<file path="src/rtl/md4_padder.sv">
// MD4 message padder: packs a byte stream into 512-bit little-endian blocks,
// appends the 0x80 terminator, zero fill and 64-bit bit length.
module md4_padder #(
    parameter int LEN_W = 64
) (
    input  logic         clk,
    input  logic         reset,
    input  logic         in_valid,
    output logic         in_ready,
    input  logic [7:0]   in_data,
    input  logic         in_keep,
    input  logic         in_last,
    output logic         blk_valid,
    input  logic         blk_ready,
    output logic [511:0] blk_data,
    output logic         blk_first,
    output logic         blk_last
);

    typedef enum logic [1:0] {FILL, EMIT, TAIL} state_t;

    state_t           state, state_next;
    logic [7:0]       bytes [64];
    logic [6:0]       idx, fidx;
    logic [LEN_W-1:0] len, len_next;
    logic [63:0]      len_cur64, len_new64;
    logic             first_pend, tail_pending, tail_marker;
    logic             first_q, last_q;
    logic             accept;

    assign in_ready  = (state == FILL) && reset;
    assign blk_valid = (state == EMIT);
    assign blk_first = first_q & blk_valid;
    assign blk_last  = last_q & blk_valid;
    assign accept    = in_valid & in_ready;
    assign fidx      = idx + 7'(in_keep);
    assign len_next  = in_keep ? len + LEN_W'(8) : len;
    assign len_cur64 = 64'(len);
    assign len_new64 = 64'(len_next);

    always_comb begin
        blk_data = '0;
        for (int unsigned i = 0; i < 64; i++) begin
            blk_data[480 - 32 * (i >> 2) + 8 * (i & 3) +: 8] = bytes[i];
        end
    end

    always_ff @(posedge clk) begin
        if (!reset) state <= FILL;
        else        state <= state_next;
    end

    always_comb begin
        state_next = state;
        case (state)
            FILL: if (accept && (in_last || fidx == 7'd64)) state_next = EMIT;
            EMIT: if (blk_ready) state_next = tail_pending ? TAIL : FILL;
            TAIL: state_next = EMIT;
            default: state_next = FILL;
        endcase
    end

    always_ff @(posedge clk) begin
        if (!reset) begin
            idx          <= '0;
            len          <= '0;
            first_pend   <= 1'b1;
            tail_pending <= 1'b0;
            tail_marker  <= 1'b0;
            first_q      <= 1'b0;
            last_q       <= 1'b0;
            for (int unsigned i = 0; i < 64; i++) bytes[i] <= '0;
        end else begin
            case (state)
                FILL: if (accept) begin
                    idx <= fidx;
                    len <= len_next;
                    if (in_keep) bytes[idx[5:0]] <= in_data;
                    if (in_last || fidx == 7'd64) begin
                        first_q    <= first_pend;
                        first_pend <= 1'b0;
                        last_q     <= in_last && (fidx <= 7'd55);
                    end
                    if (in_last) begin
                        if (fidx != 7'd64) bytes[fidx[5:0]] <= 8'h80;
                        if (fidx <= 7'd55) begin
                            for (int unsigned k = 0; k < 8; k++) bytes[56 + k] <= len_new64[8 * k +: 8];
                        end else begin
                            tail_pending <= 1'b1;
                            tail_marker  <= (fidx == 7'd64);
                        end
                    end
                end
                EMIT: if (blk_ready && !tail_pending) begin
                    // Clearing here keeps every unwritten byte of the next block zero.
                    idx <= '0;
                    for (int unsigned i = 0; i < 64; i++) bytes[i] <= '0;
                    if (last_q) begin
                        len        <= '0;
                        first_pend <= 1'b1;
                    end
                end
                TAIL: begin
                    for (int unsigned i = 0; i < 64; i++) bytes[i] <= '0;
                    bytes[0] <= tail_marker ? 8'h80 : 8'h00;
                    for (int unsigned k = 0; k < 8; k++) bytes[56 + k] <= len_cur64[8 * k +: 8];
                    tail_pending <= 1'b0;
                    tail_marker  <= 1'b0;
                    first_q      <= 1'b0;
                    last_q       <= 1'b1;
                end
                default: ;
            endcase
        end
    end

endmodule

</file>
<file path="config.mk">
export PLATFORM = sky130hd
export DESIGN_NAME = md4_padder
export DESIGN_NICKNAME = d
export VERILOG_FILES = /design/src/rtl/md4_padder.sv
export SDC_FILE = /design/constraint.sdc
export NUM_CORES = 1
export LEC_CHECK = 0
export ABC_AREA = 0
export BUFFER_PORTS_ARGS = -buffer_cell sky130_fd_sc_hd__buf_2
export CAP_MARGIN = 30
export CELL_PAD_IN_SITES_DETAIL_PLACEMENT = 1
export CELL_PAD_IN_SITES_GLOBAL_PLACEMENT = 1
export CORE_ASPECT_RATIO = 1.4
export CORE_UTILIZATION = 40
export DETAILED_ROUTE_END_ITERATION = 8
export PLACE_DENSITY_LB_ADDON = 0.1
export SLEW_MARGIN = 5
export SYNTH_ARGS = -nofsm -noshare
export SYNTH_HDL_FRONTEND = slang
export SYNTH_SLANG_ARGS = --single-unit
</file>
<file path="constraint.sdc">
create_clock -name clk -period 2.5 [get_ports clk]
set_input_delay 0.125 -clock clk [delete_from_list [all_inputs] [get_ports clk]]
set_output_delay 0.125 -clock clk [all_outputs]
set_load 0.05 [all_outputs]
</file>
; Yosys cells after proc, flatten, opt, wreduce, memory -nomap -nowiden
; Memories as Yosys holds them, arrays and structs flattened.
; Index checks and enable logic that the tools add are counted.
[op_classes]
bitwise_logic = 151
n_mux = 208
reduce_logical = 17
add_sub_neg = 2
order_cmp = 1
n_eq_ne = 13
[op_table]
columns = cell, n
row1 = 8-bit 2-to-1 mux, 148
row2 = 64-bit 2-to-1 mux, 4
row3 = 1-bit OR, 145
row4 = 64-bit one-hot mux with 2 select lines, 1
row5 = 64-bit by 4-bit adder with 64-bit output (second input constant), 1
row6 = 1-bit 2-to-1 mux, 41
row7 = 8-bit OR reduction, 2
row8 = 7-bit 2-to-1 mux, 2
row9 = 7-bit one-hot mux with 2 select lines, 1
row10 = 6-bit 2-to-1 mux, 2
row11 = 2-bit by 1-bit inequality test with 1-bit output (second input constant), 5
row12 = 1-bit one-hot mux with 2 select lines, 5
row13 = 4-bit AND reduction, 2
row14 = 7-bit by 1-bit adder with 7-bit output, 1
row15 = 7-bit equality test (second input constant), 1
row16 = 7-bit by 6-bit less-or-equal comparator with 1-bit output (second input constant), 1
row17 = 7-bit inequality test (second input constant), 1
row18 = 6-bit equality test (second input constant), 1
row19 = 2-bit 2-to-1 mux, 3
row20 = 2-bit inequality test (second input constant), 3
row21 = 2-bit one-hot mux with 3 select lines, 1
row22 = 3-bit AND reduction, 2
row23 = 1-bit bitwise AND, 5
row24 = 5-bit AND reduction, 1
row25 = other kinds (9), 13
[totals]
wordCells = 401
n_memories = 1
mem_bits_rw = 512
ff_bits = 78
out_inout_bits = 516
in_bits = 14
[mem_list]
columns = name, words, width, rd, rd_clocked_by_memory_dff, write_ports, line
row1 = bytes, 64, 8, 64, 0, 64, 23  ; logic [7:0] bytes [64];

; Depth between registers and ports, before layout
[depth]
word_depth = 13
depth_mapped = 11
mapped_depth_nobuf = 7

; Worst setup path before layout
; Ideal clock, no wire load.
[synth_path]
path_kind = register to register
from = register idx[0]
to = memory bytes[61][0]
period_less_slack_ns = 2.340
slack_ns = 0.160
path_buffers = 2
setup_ns = 0.122
arrival_time_ns = 2.218
path_stages_with_launch = 10
path_cell_list = dfxtp_1 ha_1 buf_2 buf_2 and3b_1 o2111ai_1 nand4_1 o21ai_1 o21ai_0 a221o_1
[synth_rtl]
columns = item, line
row1 = "start, declared", 24  ; logic [6:0] idx, fidx;
row2 = "start signal, assigned", 76  ; idx <= fidx;
row3 = "end, declared", 23

==> metrics.txt <==
top-count cell post-synth nand2_1; Total GRT Usage 0.389; startpoint types register; Seq/Total Area, Yosys 0.453; largest fanout on the critical path 21; initial core utilization 0.404; final worst slack 13.4 ps; pre-CTS WS -154 ps; Power Dens Cells between 500 and 600 mW/mm2; Mean Syn Cell Area 7.60 um2; htree depth 2; Net Sw Frac 0.251; VDD IR-drop max 0.516 mV; IO Port Bufs 529; FFs w/ async S/R, synth 0; Seq pwr share 0.462; Clock Latency Late Sink 640 ps; RSZ-0062 raised after global routing yes; Distinct cells, synth 85; number of CTS-inserted buffers 58; average vias per placed instance 6.14; Residual DRC 0; vias in the first global route 30,800; CP Data Required Time ~3000 ps; clock root buffer clkbuf_16; Mapped Cells approximately 3,400; die height between 300 and 400 um; layout cells sized above 1 0.273; clock share of power 0.469; number of synthesized flops with an enable pin 0; GPL Wtd Cong 0.995; critical path capture point type register; Initial DRC Count 2,208; area delta synth->final 33.1%; Synth Warn # 0; area fraction of the dominant cell type after synthesis 0.453; fmax ~400 MHz; Final Max Slew Viols 0; Post-Syn Nets 3,431; clock-pin slew on the worst setup and hold paths roughly 70 ps; hold path depth 4; max_cap viols 0; largest net degree at the start of global routing ~140; R2R Path End bytes[2][6]; Post-Route Skew 23.6 ps; Reg2Reg Setup Slack 10 ps; ANT nets after route 0; Core Area 0.0643 mm2; Tmin final 2490 ps; Max-slew headroom 0.398; Arrival @ worst endpoint 3000 ps; initial antenna violation count 2; synth cell count leaders nand2_1 (599), dfxtp_1 (587), a21oi_1 (506); synthesized flop and latch total between 500 and 600; Int Pwr approximately 15 mW; clk sinks 587; first-pass GRT wire length between 150 and 200 mm; Hold Crit Class in2reg; grt ovf 0; Final Hold Vio Count 0; Reg2Reg Depth 8; Clock Path Buffers 3; final worst-path cycle share 0.995; status finished clean; Synth Flop Type dfxtp_1; num ports 530; Critical R2R Launch idx[0]; hold endpoint state[0]; hold path start in_valid; Hold WS 50.1 ps; LEAKAGE between 10 and 15 nW; routed vias roughly 30,000; WL/cell 27.0 um; dpl hpwl roughly 97 mm; chip width between 200 and 250 um; Mapped Area 0.0260 mm2; ranking of synthesized cells by area dfxtp_1 (45%), a21oi_1 (9.8%), nand3_1 (8.9%); Final nets 4,154; endpoints failing setup 0; total wire length roughly 140 mm; die area 0.0659 mm2; P_sw between 5 and 6 mW; CP Class reg2reg; combinational share of power 0.069; CTS tree done; DRT Pass-1 Iters 7; area leader, netlist dfxtp_1; FP Rows 110; Slew @ Worst Pin 903 ps
==> worst max-delay path by stage <==
stage / startpoint / end
after global placement: idx[0] / bytes[56][7]
after global routing: idx[4] / bytes[4][4]
after detailed placement: idx[0] / bytes[56][7]
after floorplan: idx[0] / bytes[61][0]
final: idx[0] / bytes[2][6]
after CTS: idx[0] / bytes[58][1]
==> critical path: stages (launching register included) <==
cell     delay, ps
dfxtp_2        380
ha_2           210
nand3_1        120
xnor2_1        250
nor2_1         210
buf_4          300
nand2_1        370
nor2_2         410
a21oi_1        100
==> registers in the layout (all words and copies together), names as in the netlist <==
register,cells
idx,7
first_q,1
tail_marker,1
bytes,512
first_pend,1
state,2
tail_pending,1
last_q,1
len,61
==> repair_timing <==
action                                  CTS  global route
hold buffers                             11             0
endpoints found under the hold margin    75             0
pin swaps                                 1            21
resized for setup                        14           107
buffers inserted                          1            21
endpoints found under the setup margin   98           364
cloned                                    1             5
==> placed cells by master, fill, tap and decap left out, types with 11 or more instances in the layout <==
cell type and instances:
a211o_1 12, a21o_1 11, a21oi_1 505, a22oi_1 13, a31oi_1 51, and2_1 14, and3_1 49, and4_1 13
buf_12 27, buf_2 523, buf_4 362, clkbuf_1 13, clkbuf_16 63, clkbuf_8 15, dfxtp_1 577, dlygate4sd3_1 11
inv_1 15, nand2_1 593, nand2b_1 16, nand3_1 456, nand3b_1 21, nand4_1 41, nor2_1 193, nor2_2 25
nor3_1 76, nor4_1 31, o21ai_0 119, o21ai_1 13, o22ai_1 33, o31ai_1 13, or3_1 24
==> power by group through the flow <==
| stage | clock, mW | sequential (mW) | combinational, mW |
|---|---|---|---|
| 6_report | 9.56 | 9.41 | 1.40 |
| 5_1_grt | 9.98 | 9.41 | 1.42 |
| 4_1_cts | 9.59 | 9.41 | 1.29 |
| 3_5_place_dp | 0 | 9.62 | 1.26 |
| 3_3_place_gp | 0 | 9.62 | 1.24 |
| 2_1_floorplan | 0 | 9.71 | 0.574 |
==> kinds of logic (layout without fill, tap and decap cells) <==
group,count (synthesis),count (layout),synth area share
AOI/OAI and AO/OA,878,878,0.194
xor gates and xnor gates,9,9,0.00304
buffers and inverters,290,1061,0.0458
muxes,4,4,0.00154
other,0,2,0
DFF,587,587,0.453
and+or+nand+nor,1643,1643,0.301
adders and majority gates,3,3,0.00145
==> per-layer routing <==
layer	global-route usage	share of wire	vias up
li1	-	-	13600
met1	0.432	0.37	15300
met2	0.662	0.48	1420
met3	0.0647	0.064	496
met4	0.303	0.087	2
met5	0	0.000096	-
==> through the flow <==
step                      instances   util  total power, mW  cell area, um2  TNS (ps)
final                          5027  0.538             20.4           34600         0
after global routing           5026  0.538             20.8           34600     -2760
after CTS                      4999  0.528             20.3           33900     -22.9
after detailed placement       4878  0.493             10.9           31700     -1030
after global placement         4878  0.493             10.9           31700      -152
after floorplan                3414      -             10.3           26000         0
==> layout make-up <==
class                           instances  area (um2)
Fill cell                            8040       29700
Antenna cell                            2        5.00
Clock buffer                           87        1730
Inverter                               17        63.8
Multi-Input combinational cell       2537       13400
Tap cell                              840        1050
Timing Repair Buffer                  936        6210
Sequential cell                       587       11800
Clock inverter                         21         310
Power figures use the tool's default switching activity.
